File: config.mk
export PLATFORM = sky130hd
export DESIGN_NAME = kcpsmx_io_port
export DESIGN_NICKNAME = d
export VERILOG_FILES = /design/src/rtl/kcpsmx_io_pkg.sv /design/src/rtl/io_sync_fifo.sv /design/src/rtl/kcpsmx_io_port.sv
export SDC_FILE = /design/constraint.sdc
export NUM_CORES = 1
export LEC_CHECK = 0
export BUFFER_PORTS_ARGS = -buffer_cell sky130_fd_sc_hd__buf_4
export CAP_MARGIN = 0
export CORE_UTILIZATION = 50
export DETAILED_ROUTE_END_ITERATION = 12
export PLACE_DENSITY = 0.7
export RECOVER_POWER = 25
export SKIP_LAST_GASP = 1
export SYNTH_ARGS = -nofsm -noshare
export SYNTH_HDL_FRONTEND = slang
export SYNTH_HIERARCHICAL = 1
export SYNTH_SLANG_ARGS = --single-unit
File: constraint.sdc
create_clock -name clk -period 3.63 [get_ports clk]
set_input_delay 0.5445 -clock clk [delete_from_list [all_inputs] [get_ports clk]]
set_output_delay 0.5445 -clock clk [all_outputs]
set_load 0.05 [all_outputs]
File: src/rtl/kcpsmx_io_pkg.sv
// Shared register map, bit positions and interrupt FSM state type for the
// kcpsmx port-mapped I/O peripheral.
package kcpsmx_io_pkg;

  localparam logic [2:0] STATUS_OFS   = 3'd0;
  localparam logic [2:0] RX_DATA_OFS  = 3'd1;
  localparam logic [2:0] TX_DATA_OFS  = 3'd2;
  localparam logic [2:0] INT_MASK_OFS = 3'd3;
  localparam logic [2:0] CTRL_OFS     = 3'd4;

  localparam int unsigned ST_RX_NEMPTY = 1;
  localparam int unsigned ST_RX_FULL   = 2;
  localparam int unsigned ST_TX_FULL   = 3;
  localparam int unsigned ST_TX_EMPTY  = 4;
  localparam int unsigned ST_TX_OVF    = 5;

  localparam int unsigned CTRL_CLR_OVF  = 0;
  localparam int unsigned CTRL_FLUSH_RX = 1;
  localparam int unsigned CTRL_FLUSH_TX = 2;

  typedef enum logic [1:0] {
    IDLE    = 2'd0,
    REQ     = 2'd1,
    HOLDOFF = 2'd2
  } int_state_t;

endpackage

File: src/rtl/io_sync_fifo.sv
// Single-clock FIFO with synchronous flush. A push is ignored when full unless
// a pop happens in the same cycle; a pop is ignored when empty.
module io_sync_fifo #(
  parameter int unsigned DATA_W = 8,
  parameter int unsigned DEPTH  = 8,
  localparam int unsigned AW    = $clog2(DEPTH)
) (
  input  logic              clk,
  input  logic              reset_n,
  input  logic              push,
  input  logic              pop,
  input  logic              flush,
  input  logic [DATA_W-1:0] wr_data,
  output logic [DATA_W-1:0] head,
  output logic              full,
  output logic              empty,
  output logic [AW:0]       count
);

  logic [DATA_W-1:0] mem [DEPTH];
  logic [AW-1:0]     wr_ptr;
  logic [AW-1:0]     rd_ptr;
  logic              do_push;
  logic              do_pop;

  assign empty   = (count == '0);
  assign full    = (count == (AW+1)'(DEPTH));
  assign do_pop  = pop & ~empty;
  assign do_push = push & (~full | do_pop);
  assign head    = mem[rd_ptr];

  // Storage array; no reset needed since reads are gated by empty.
  always_ff @(posedge clk) begin
    if (do_push && !flush) mem[wr_ptr] <= wr_data;
  end

  // Pointers and occupancy; flush overrides any push/pop in the same cycle.
  always_ff @(posedge clk or negedge reset_n) begin
    if (!reset_n) begin
      wr_ptr <= '0;
      rd_ptr <= '0;
      count  <= '0;
    end else if (flush) begin
      wr_ptr <= '0;
      rd_ptr <= '0;
      count  <= '0;
    end else begin
      if (do_push) wr_ptr <= wr_ptr + 1'b1;
      if (do_pop)  rd_ptr <= rd_ptr + 1'b1;
      case ({do_push, do_pop})
        2'b10:   count <= count + 1'b1;
        2'b01:   count <= count - 1'b1;
        default: count <= count;
      endcase
    end
  end

endmodule

File: src/rtl/kcpsmx_io_port.sv
// kcpsmx port-mapped peripheral: RX/TX byte FIFOs behind an 8-entry register
// window, with a maskable interrupt request held until acknowledged.
module kcpsmx_io_port
  import kcpsmx_io_pkg::*;
#(
  parameter logic [7:0]  BASE_ADDR = 8'h00,
  parameter int unsigned DEPTH     = 8,
  parameter int unsigned DATA_W    = 8
) (
  input  logic              clk,
  input  logic              reset_n,
  input  logic [7:0]        port_id,
  input  logic              read_strobe,
  input  logic              write_strobe,
  input  logic [DATA_W-1:0] out_port,
  output logic [DATA_W-1:0] in_port,
  output logic              interrupt,
  input  logic              interrupt_ack,
  input  logic              rx_valid,
  input  logic [DATA_W-1:0] rx_data,
  output logic              rx_ready,
  output logic              tx_valid,
  output logic [DATA_W-1:0] tx_data,
  input  logic              tx_ready
);

  localparam int unsigned AW = $clog2(DEPTH);

  logic              hit;
  logic [2:0]        ofs;
  logic              rx_pop, rx_push, rx_flush, rx_full, rx_empty;
  logic              tx_pop, tx_push, tx_flush, tx_full, tx_empty;
  logic [AW:0]       rx_count, tx_count;
  logic [DATA_W-1:0] rx_head, tx_head;
  logic              ctrl_wr, mask_wr, ovf_set;
  logic              rx_nempty_st, tx_empty_st, int_cond;
  logic [1:0]        int_mask;
  logic              tx_ovf;
  logic [DATA_W-1:0] rd_mux;
  logic [DATA_W-1:0] status;
  int_state_t        int_state;

  assign hit      = (port_id[7:3] == BASE_ADDR[7:3]);
  assign ofs      = port_id[2:0];
  assign rx_pop   = read_strobe & hit & (ofs == RX_DATA_OFS);
  assign tx_push  = write_strobe & hit & (ofs == TX_DATA_OFS);
  assign ctrl_wr  = write_strobe & hit & (ofs == CTRL_OFS);
  assign mask_wr  = write_strobe & hit & (ofs == INT_MASK_OFS);
  assign rx_flush = ctrl_wr & out_port[CTRL_FLUSH_RX];
  assign tx_flush = ctrl_wr & out_port[CTRL_FLUSH_TX];

  assign rx_ready = ~rx_full;
  assign rx_push  = rx_valid & rx_ready;
  assign tx_valid = ~tx_empty;
  assign tx_pop   = tx_valid & tx_ready;
  assign tx_data  = tx_empty ? '0 : tx_head;

  // A concurrent sink pop makes room, so only an unrelieved full drops the byte.
  assign ovf_set  = tx_push & tx_full & ~tx_pop & ~tx_flush;

  assign rx_nempty_st = (rx_count != '0);
  assign tx_empty_st  = (tx_count == '0);
  assign int_cond     = (rx_nempty_st & int_mask[0]) | (tx_empty_st & int_mask[1]);

  io_sync_fifo #(.DATA_W(DATA_W), .DEPTH(DEPTH)) u_rx_fifo (
    .clk     (clk),
    .reset_n (reset_n),
    .push    (rx_push),
    .pop     (rx_pop),
    .flush   (rx_flush),
    .wr_data (rx_data),
    .head    (rx_head),
    .full    (rx_full),
    .empty   (rx_empty),
    .count   (rx_count)
  );

  io_sync_fifo #(.DATA_W(DATA_W), .DEPTH(DEPTH)) u_tx_fifo (
    .clk     (clk),
    .reset_n (reset_n),
    .push    (tx_push),
    .pop     (tx_pop),
    .flush   (tx_flush),
    .wr_data (out_port),
    .head    (tx_head),
    .full    (tx_full),
    .empty   (tx_empty),
    .count   (tx_count)
  );

  // Assemble STATUS and select read data by register offset.
  always_comb begin
    status               = '0;
    status[ST_RX_NEMPTY] = rx_nempty_st;
    status[ST_RX_FULL]   = rx_full;
    status[ST_TX_FULL]   = tx_full;
    status[ST_TX_EMPTY]  = tx_empty_st;
    status[ST_TX_OVF]    = tx_ovf;
    rd_mux = '0;
    if (hit) begin
      case (ofs)
        STATUS_OFS:   rd_mux = status;
        RX_DATA_OFS:  rd_mux = rx_empty ? '0 : rx_head;
        INT_MASK_OFS: rd_mux[1:0] = int_mask;
        default:      rd_mux = '0;
      endcase
    end
  end

  // Registered read port; a popping read captures the head before it advances.
  always_ff @(posedge clk or negedge reset_n) begin
    if (!reset_n) in_port <= '0;
    else          in_port <= rd_mux;
  end

  // Interrupt mask and sticky TX overflow flag (a new overflow beats a clear).
  always_ff @(posedge clk or negedge reset_n) begin
    if (!reset_n) begin
      int_mask <= '0;
      tx_ovf   <= 1'b0;
    end else begin
      if (mask_wr) int_mask <= out_port[1:0];
      if (ctrl_wr && out_port[CTRL_CLR_OVF]) tx_ovf <= 1'b0;
      if (ovf_set) tx_ovf <= 1'b1;
    end
  end

  // Interrupt handshake: request, hold until ack, one quiet cycle, re-evaluate.
  always_ff @(posedge clk or negedge reset_n) begin
    if (!reset_n) begin
      int_state <= IDLE;
      interrupt <= 1'b0;
    end else begin
      case (int_state)
        IDLE: begin
          if (int_cond) begin
            int_state <= REQ;
            interrupt <= 1'b1;
          end
        end
        REQ: begin
          if (interrupt_ack) begin
            int_state <= HOLDOFF;
            interrupt <= 1'b0;
          end
        end
        HOLDOFF: begin
          int_state <= IDLE;
          interrupt <= 1'b0;
        end
        default: begin
          int_state <= IDLE;
          interrupt <= 1'b0;
        end
      endcase
    end
  end

endmodule
* After elaboration in Yosys (flattened, before gate mapping) *
Memory sizes are Yosys's and may differ from the RTL's.
Cells that the tools add are included.
W data, S select, Z words.

storage, ports and cells
  bits of input ports = 31
  output and inout port bits = 19
  logic and storage cells = 110
  memory bits (writable) = 128
  memories = 2
  latch bits = 0
  flip-flop bits (word level) = 34
  ROM bits = 0

memory list
  name           words  width  read ports  clocked after memory_dff  write ports  line                source
  u_rx_fifo.mem  8      8      1           0                         1            io_sync_fifo.sv:20  logic [DATA_W-1:0] mem [DEPTH];
  u_tx_fifo.mem  8      8      1           0                         1            io_sync_fifo.sv:20

operators by class
  $lt $le $gt $ge = 0
  $mul = 0
  muxes and demuxes = 29
  add/sub/neg operators = 8
  shift operators = 0
  bitwise operators = 28
  equality and inequality tests = 13
  divide/modulo/power cells = 0
  reductions and logical operators = 19

operators by type and width
  operator               number
  $mux W3                8
  $mux W8                3
  $and A1 B1 Y1          19
  $pmux W4 S2            2
  $add A3 B1 Y3 const B  4
  $pmux W6 S2            1
  $reduce_bool A2 Y1     5
  $add A4 B1 Y4 const B  2
  $eq A4 B4 Y1 const B   2
  $logic_not A4 Y1       2
  $mux W1                8
  $mux W4                2
  $sub A4 B1 Y4 const B  2
  $eq A2 B1 Y1 const B   3
  $eq A3 B2 Y1 const B   2
  $not A1 Y1             6
  $pmux W2 S3            1
  $reduce_bool A3 Y1     2
  $logic_not A5 Y1       1
  $eq A2 B2 Y1 const B   2
  $mux W2                2
  $ne A2 B2 Y1 const B   2
  $pmux W2 S2            1
  $reduce_bool A4 Y1     1
  other kinds (9)        14

* Logic depth before layout (Yosys ltp) *
  depth in word-level cells = 9
  mapped depth = 12
  gate-level depth less buffers = 10

* Modules after synthesis *
Netlist, hierarchy kept.

modules (own cells, without submodules)
  module                    sequential area each (um^2)  instances  cells each  area an instance (um^2)
  io_sync_fifo (u_tx_fifo)  2,172.1                      1          171         3,138.0
  io_sync_fifo (u_rx_fifo)  2,172.1                      1          170         3,136.8
  kcpsmx_io_port            325.3                        1          76          764.5

* Worst setup path after synthesis *
Ideal clock, no wire load.

  path type = in2reg
  start = in port_id[4]
  end = mem u_rx_fifo.mem[0][0], enable pin
  setup slack = 0.348 ns
  data arrival time = 2.884 ns
  library setup time = 0.398 ns
  stages on the path = 7
  cells stage by stage = or4_4 > buf_6 > nor4_1 > and2_1 > buf_2 > o21ai_4 > nor4b_1

between the ends
  word-level cells in the longest chain between the ends = 9
  elaborated cells on any way between the ends = 13
  classes of those cells = 2 x mux; 8 x bitwise; 3 x reduce/logical

ends and longest elaborated chain
  what                           line                  source
  start: declaration             kcpsmx_io_port.sv:12  input logic [7:0] port_id,
  $logic_not A5 Y1               kcpsmx_io_port.sv:43  assign hit = (port_id[7:3] == BASE_ADDR[7:3]);
  $and A1 B1 Y1 (2 in a row)     kcpsmx_io_port.sv:45  assign rx_pop = read_strobe & hit & (ofs == RX_DATA_OFS);
  net rx_pop                     kcpsmx_io_port.sv:31  logic rx_pop, rx_push, rx_flush, rx_full, rx_empty;
  $and A1 B1 Y1                  io_sync_fifo.sv:28    assign do_pop = pop & ~empty;
  $or A1 B1 Y1                   io_sync_fifo.sv:29    assign do_push = push & (~full | do_pop);
  $and A1 B1 Y1                  io_sync_fifo.sv:29
  $logic_and A1 B1 Y1            io_sync_fifo.sv:34    if (do_push && !flush) mem[wr_ptr] <= wr_data;
  $mux W1                        io_sync_fifo.sv:34
  $mux W1 (implied by the code)  io_sync_fifo.sv:34
  end: declaration               io_sync_fifo.sv:20

The timed path passes the listed nets, and every way through them passes these cells.

* Final worst setup path *
  start = in port_id[4]
  end = reg u_rx_fifo.count[3]

between the ends
  word-level cells in the longest chain between the ends = 9
  elaborated cells on any way between the ends = 14
  classes of those cells = 2 x eq/ne; 2 x mux; 8 x bitwise; 2 x reduce/logical

ends and longest elaborated chain
  what                                          line                  source
  $logic_not A5 Y1 (*)                          kcpsmx_io_port.sv:43
  $and A1 B1 Y1 (*) (2 in a row)                kcpsmx_io_port.sv:45
  net rx_pop                                    kcpsmx_io_port.sv:31
  $and A1 B1 Y1 (*)                             io_sync_fifo.sv:28
  $or A1 B1 Y1                                  io_sync_fifo.sv:29
  $and A1 B1 Y1                                 io_sync_fifo.sv:29
  $eq A2 B1 Y1 or $eq A2 B2 Y1 (tied branches)  io_sync_fifo.sv:50    case ({do_push, do_pop})
  $pmux W4 S2                                   io_sync_fifo.sv:50
  $mux W4                                       io_sync_fifo.sv:43    end else if (flush) begin
  end signal: assignment                        io_sync_fifo.sv:51    2'b10: count <= count + 1'b1;
  end signal: assignment                        io_sync_fifo.sv:52    2'b01: count <= count - 1'b1;
  end signal: assignment                        io_sync_fifo.sv:53    default: count <= count;
  end: declaration                              io_sync_fifo.sv:17    output logic [AW:0] count

The timed path passes the listed nets; every way through them passes the cells marked *.
A chain may end at the register's enable or synchronous reset.

==> metrics.md <==
| Metric | Value |
|---|---|
| Power Density | 710 nW/um2 |
| Congestion Overflow GR | 0 |
| Core area | 13500 um2 |
| Maximum clock path buffer count | 2 |
| Arrival time at the worst endpoint | 3480 ps |
| Worst flop-to-flop path startpoint | u_tx_fifo/count[0] |
| Part of the Yosys area used for sequential elements | 66.3% |
| Number of enable flip-flop cells after synthesis | 128 |
| Antenna viol nets, final | 0 |
| Global-route usage over all layers | 21.0% |
| Average wire per standard cell | 20.1 um |
| Largest net degree at the start of global routing | 34 |
| Clock tree from TritonCTS | yes |
| Aggregate routed wire length | 13500 um |
| Number of antenna diodes | 0 |
| Vertical die dimension | 121 um |
| Number of clock sinks | 161 |
| Leakage Power | 2.95 nW |
| Yosys Warn Count | 6 |
| Routing usage on met3 | 4.62% |
| Initial core utilization | 52.1% |
| Total die area | 14600 um2 |
| Mapped cell area | 7040 um2 |
| Flop and latch count out of synthesis | 161 |
| Met1 Use GR | 30.9% |
| Endpoint kind of the worst setup timing path | register |
| Worst rel slew slack | -27.3% |
| Area growth from synthesis to layout | 16.7% |
| Gate Count Post-Synth | 417 |
| Total of cells resized after clock tree synthesis | 0 |
| Number of violations reported at the end of detailed-routing iteration 0 | 250 |
| Num ports | 50 |
| Slew of the pin with the lowest slew margin | 1910 ps |
| Final estimated routing congestion in global placement | 0.764 |
| Vias in the first global route | 4008 |
| PnR worst setup slack | 493 ps |
| Highest fanout seen on the critical path | 8 |
| Synth unique cells | 51 |
| Worst hold-check path type | primary input to register |
| Count of pins over their slew limit | 34 |
| Count of max-cap constraint violations | 1 |
| Number of buffers inserted for hold repair after clock tree synthesis | 0 |
| Cell types with the largest area share after synthesis | sky130_fd_sc_hd__edfxtp_1 (55%), sky130_fd_sc_hd__dfrtp_1 (12%), sky130_fd_sc_hd__mux4_2 (10%), sky130_fd_sc_hd__mux2_2 (3.2%), sky130_fd_sc_hd__nor2_1 (2.1%) |
| Via count normalized by instance count | 5.65 |
| Setup violation total in the final timing report | 0 |
| Initial antenna violation count | 0 |
| Worst IR Drop VDD | 0.385 mV |
| GR met2 Demand/Resource | 31.5% |
| Port Buffers | 49 |
| Total design power | 5.83 mW |
| Worst hold slack | 360 ps |
| Placement Setup Slack | 75.3 ps |
| Layout Nets | 525 |
| First-pass iteration count of the detailed router | 4 |
| Number of endpoints with negative hold slack in the final report | 0 |
| Outcome | finished with violations |
| Placement row count | 42 |
| Worst Hold Launch | rx_data[1] |
| Mean area per synthesized cell | 16.9 um2 |
| Post-route clock skew | 8.81 ps |
| Share of Yosys cell area claimed by the top area cell type | 54.6% |
| Root buffer cell | sky130_fd_sc_hd__clkbuf_16 |
| Clock-pin transition on the worst setup and hold timing paths | 60 ps |
| CTS H-tree depth | 4 |
| Number of buffers inserted during clock tree synthesis | 17 |
| WS Path Type | primary input to register |
| Required time worst endpoint | 3970 ps |
| Kind of start point of the critical path | primary input |
| Dpl hpwl | 9090 um |
| Dominant synthesized flop cell | sky130_fd_sc_hd__edfxtp_1 |
| Final design utilization | 60.8% |
| Part of the cycle the worst path needs | 86.4% |
| Proportion of synthesized flip-flops having asynchronous set or reset | 20.5% |
| Violated checks | capacitance limit, slew limit |
| Syn Nets | 458 |
| Fill cell total of the finished layout | 997 |
| Remaining routing DRC violations | 0 |
| CP Launch Point | port_id[4] |
| Fraction of layout cells with a size suffix above 1 | 32.8% |
| Register-to-register setup slack | 640 ps |
| Final critical-path required period | 3140 ps |
| Grt peak-use layer | met2 |
| Setup total negative slack | 0 ps |
| Setup repair bufs after CTS | 0 |
| Unrepaired setup endpoints after global routing | false |
| Most frequent cell after synthesis | sky130_fd_sc_hd__edfxtp_1 |
| Most frequent cells after synthesis | sky130_fd_sc_hd__edfxtp_1 (128), sky130_fd_sc_hd__nor2_1 (40), sky130_fd_sc_hd__dfrtp_1 (33), sky130_fd_sc_hd__mux4_2 (32), sky130_fd_sc_hd__mux2_2 (20) |
| Wire length of the first global-routing pass | 22300 um |
| Vias | 3805 |
| Post-synth top area cell | sky130_fd_sc_hd__edfxtp_1 |
| Horizontal die dimension | 121 um |
| Highest achievable clock rate | 319 MHz |
| Clock Latency Late Sink | 420 ps |
-- worst max-delay path, cell delays in order --
cell                       delay (ps)
sky130_fd_sc_hd__buf_4            110
sky130_fd_sc_hd__or4_4            610
sky130_fd_sc_hd__nor4_1           470
sky130_fd_sc_hd__and2_1           260
sky130_fd_sc_hd__o41ai_2          140
sky130_fd_sc_hd__nor2_2           250
sky130_fd_sc_hd__ha_1             280
sky130_fd_sc_hd__a211oi_1         300
sky130_fd_sc_hd__nor2_1           110
sky130_fd_sc_hd__mux2_2           280
sky130_fd_sc_hd__o22ai_1          120
-- cell usage in the layout (no fill, tap or decap), types with 5 or more instances in the layout --
| master | n |
|---|---|
| sky130_fd_sc_hd__inv_1 | 10 |
| sky130_fd_sc_hd__nand2b_1 | 5 |
| sky130_fd_sc_hd__mux2_2 | 20 |
| sky130_fd_sc_hd__nor3_1 | 6 |
| sky130_fd_sc_hd__nor2_1 | 40 |
| sky130_fd_sc_hd__ha_1 | 8 |
| sky130_fd_sc_hd__nor2b_1 | 15 |
| sky130_fd_sc_hd__nand3_1 | 5 |
| sky130_fd_sc_hd__nand2_1 | 11 |
| sky130_fd_sc_hd__mux2i_1 | 6 |
| sky130_fd_sc_hd__clkbuf_1 | 9 |
| sky130_fd_sc_hd__mux4_2 | 32 |
| sky130_fd_sc_hd__edfxtp_1 | 128 |
| sky130_fd_sc_hd__xor2_1 | 6 |
| sky130_fd_sc_hd__nor4_1 | 6 |
| sky130_fd_sc_hd__dfrtp_1 | 33 |
| sky130_fd_sc_hd__clkbuf_16 | 17 |
| sky130_fd_sc_hd__buf_4 | 58 |
| sky130_fd_sc_hd__inv_6 | 6 |
-- metal layers --
layer	vias to the layer above	wire length, um
met4	0	124
li1	1763	-
met5	-	0
met1	1953	6300
met2	82	6480
met3	7	647
-- worst paths after layout --
kind / endpoint / cells after the start
worst max-delay path: u_rx_fifo/count[3] / 11
worst min-delay path: u_rx_fifo/mem[6][1] / 1
worst max register to register: u_tx_fifo/count[3] / 12
worst min register to register: interrupt / 1
max in group asynchronous: in_port[6] / 1
min in group asynchronous: u_tx_fifo/rd_ptr[0] / 1
-- registers in the layout (all words and copies together), names as in the netlist, 2 cells and up --
signal / cells
in_port: 8
u_rx_fifo/mem: 64
u_rx_fifo/count: 4
int_mask: 2
u_tx_fifo/wr_ptr: 3
u_tx_fifo/count: 4
u_tx_fifo/mem: 64
u_rx_fifo/wr_ptr: 3
u_rx_fifo/rd_ptr: 3
u_tx_fifo/rd_ptr: 3
-- metrics by stage --
step	std cells	instance area, um2
floorplan	417	7040
global placement	641	7680
detailed placement	641	7680
CTS	673	8250
global route	673	8220
finish	673	8220
-- kinds of logic (layout without fill, tap and decap cells) --
group,count (synthesis),after routing,share of synthesized area [%]
buffers and inverters,29,109,1.90
adder cells (fa/ha/maj),10,10,1.99
XOR/XNOR,10,10,1.24
multiplexers,62,62,15.1
flip-flops,161,161,66.3
AO/OA/AOI/OAI,30,30,4.19
AND/OR/NAND/NOR,115,115,9.19
-- power breakdown --
| group | switching (mW) | internal [mW] | total [mW] |
|---|---|---|---|
| clock | 0.745 | 0.962 | 1.71 |
| sequential | 0.235 | 2.20 | 2.44 |
| combinational | 0.923 | 0.768 | 1.69 |
| total | 1.90 | 3.93 | 5.83 |
-- cell type report --
class                   instances  area, um2  area share [%]
clock buffers                  17        425            5.18
clock inverters                15        148            1.80
inverters                      10       37.5           0.457
multi-input cells             227       2250            27.4
flip-flops and latches        161       4670            56.8
well taps                     176        220            2.68
repair buffers                 67        469            5.71
No activity file was read; power rests on OpenSTA's default activity.
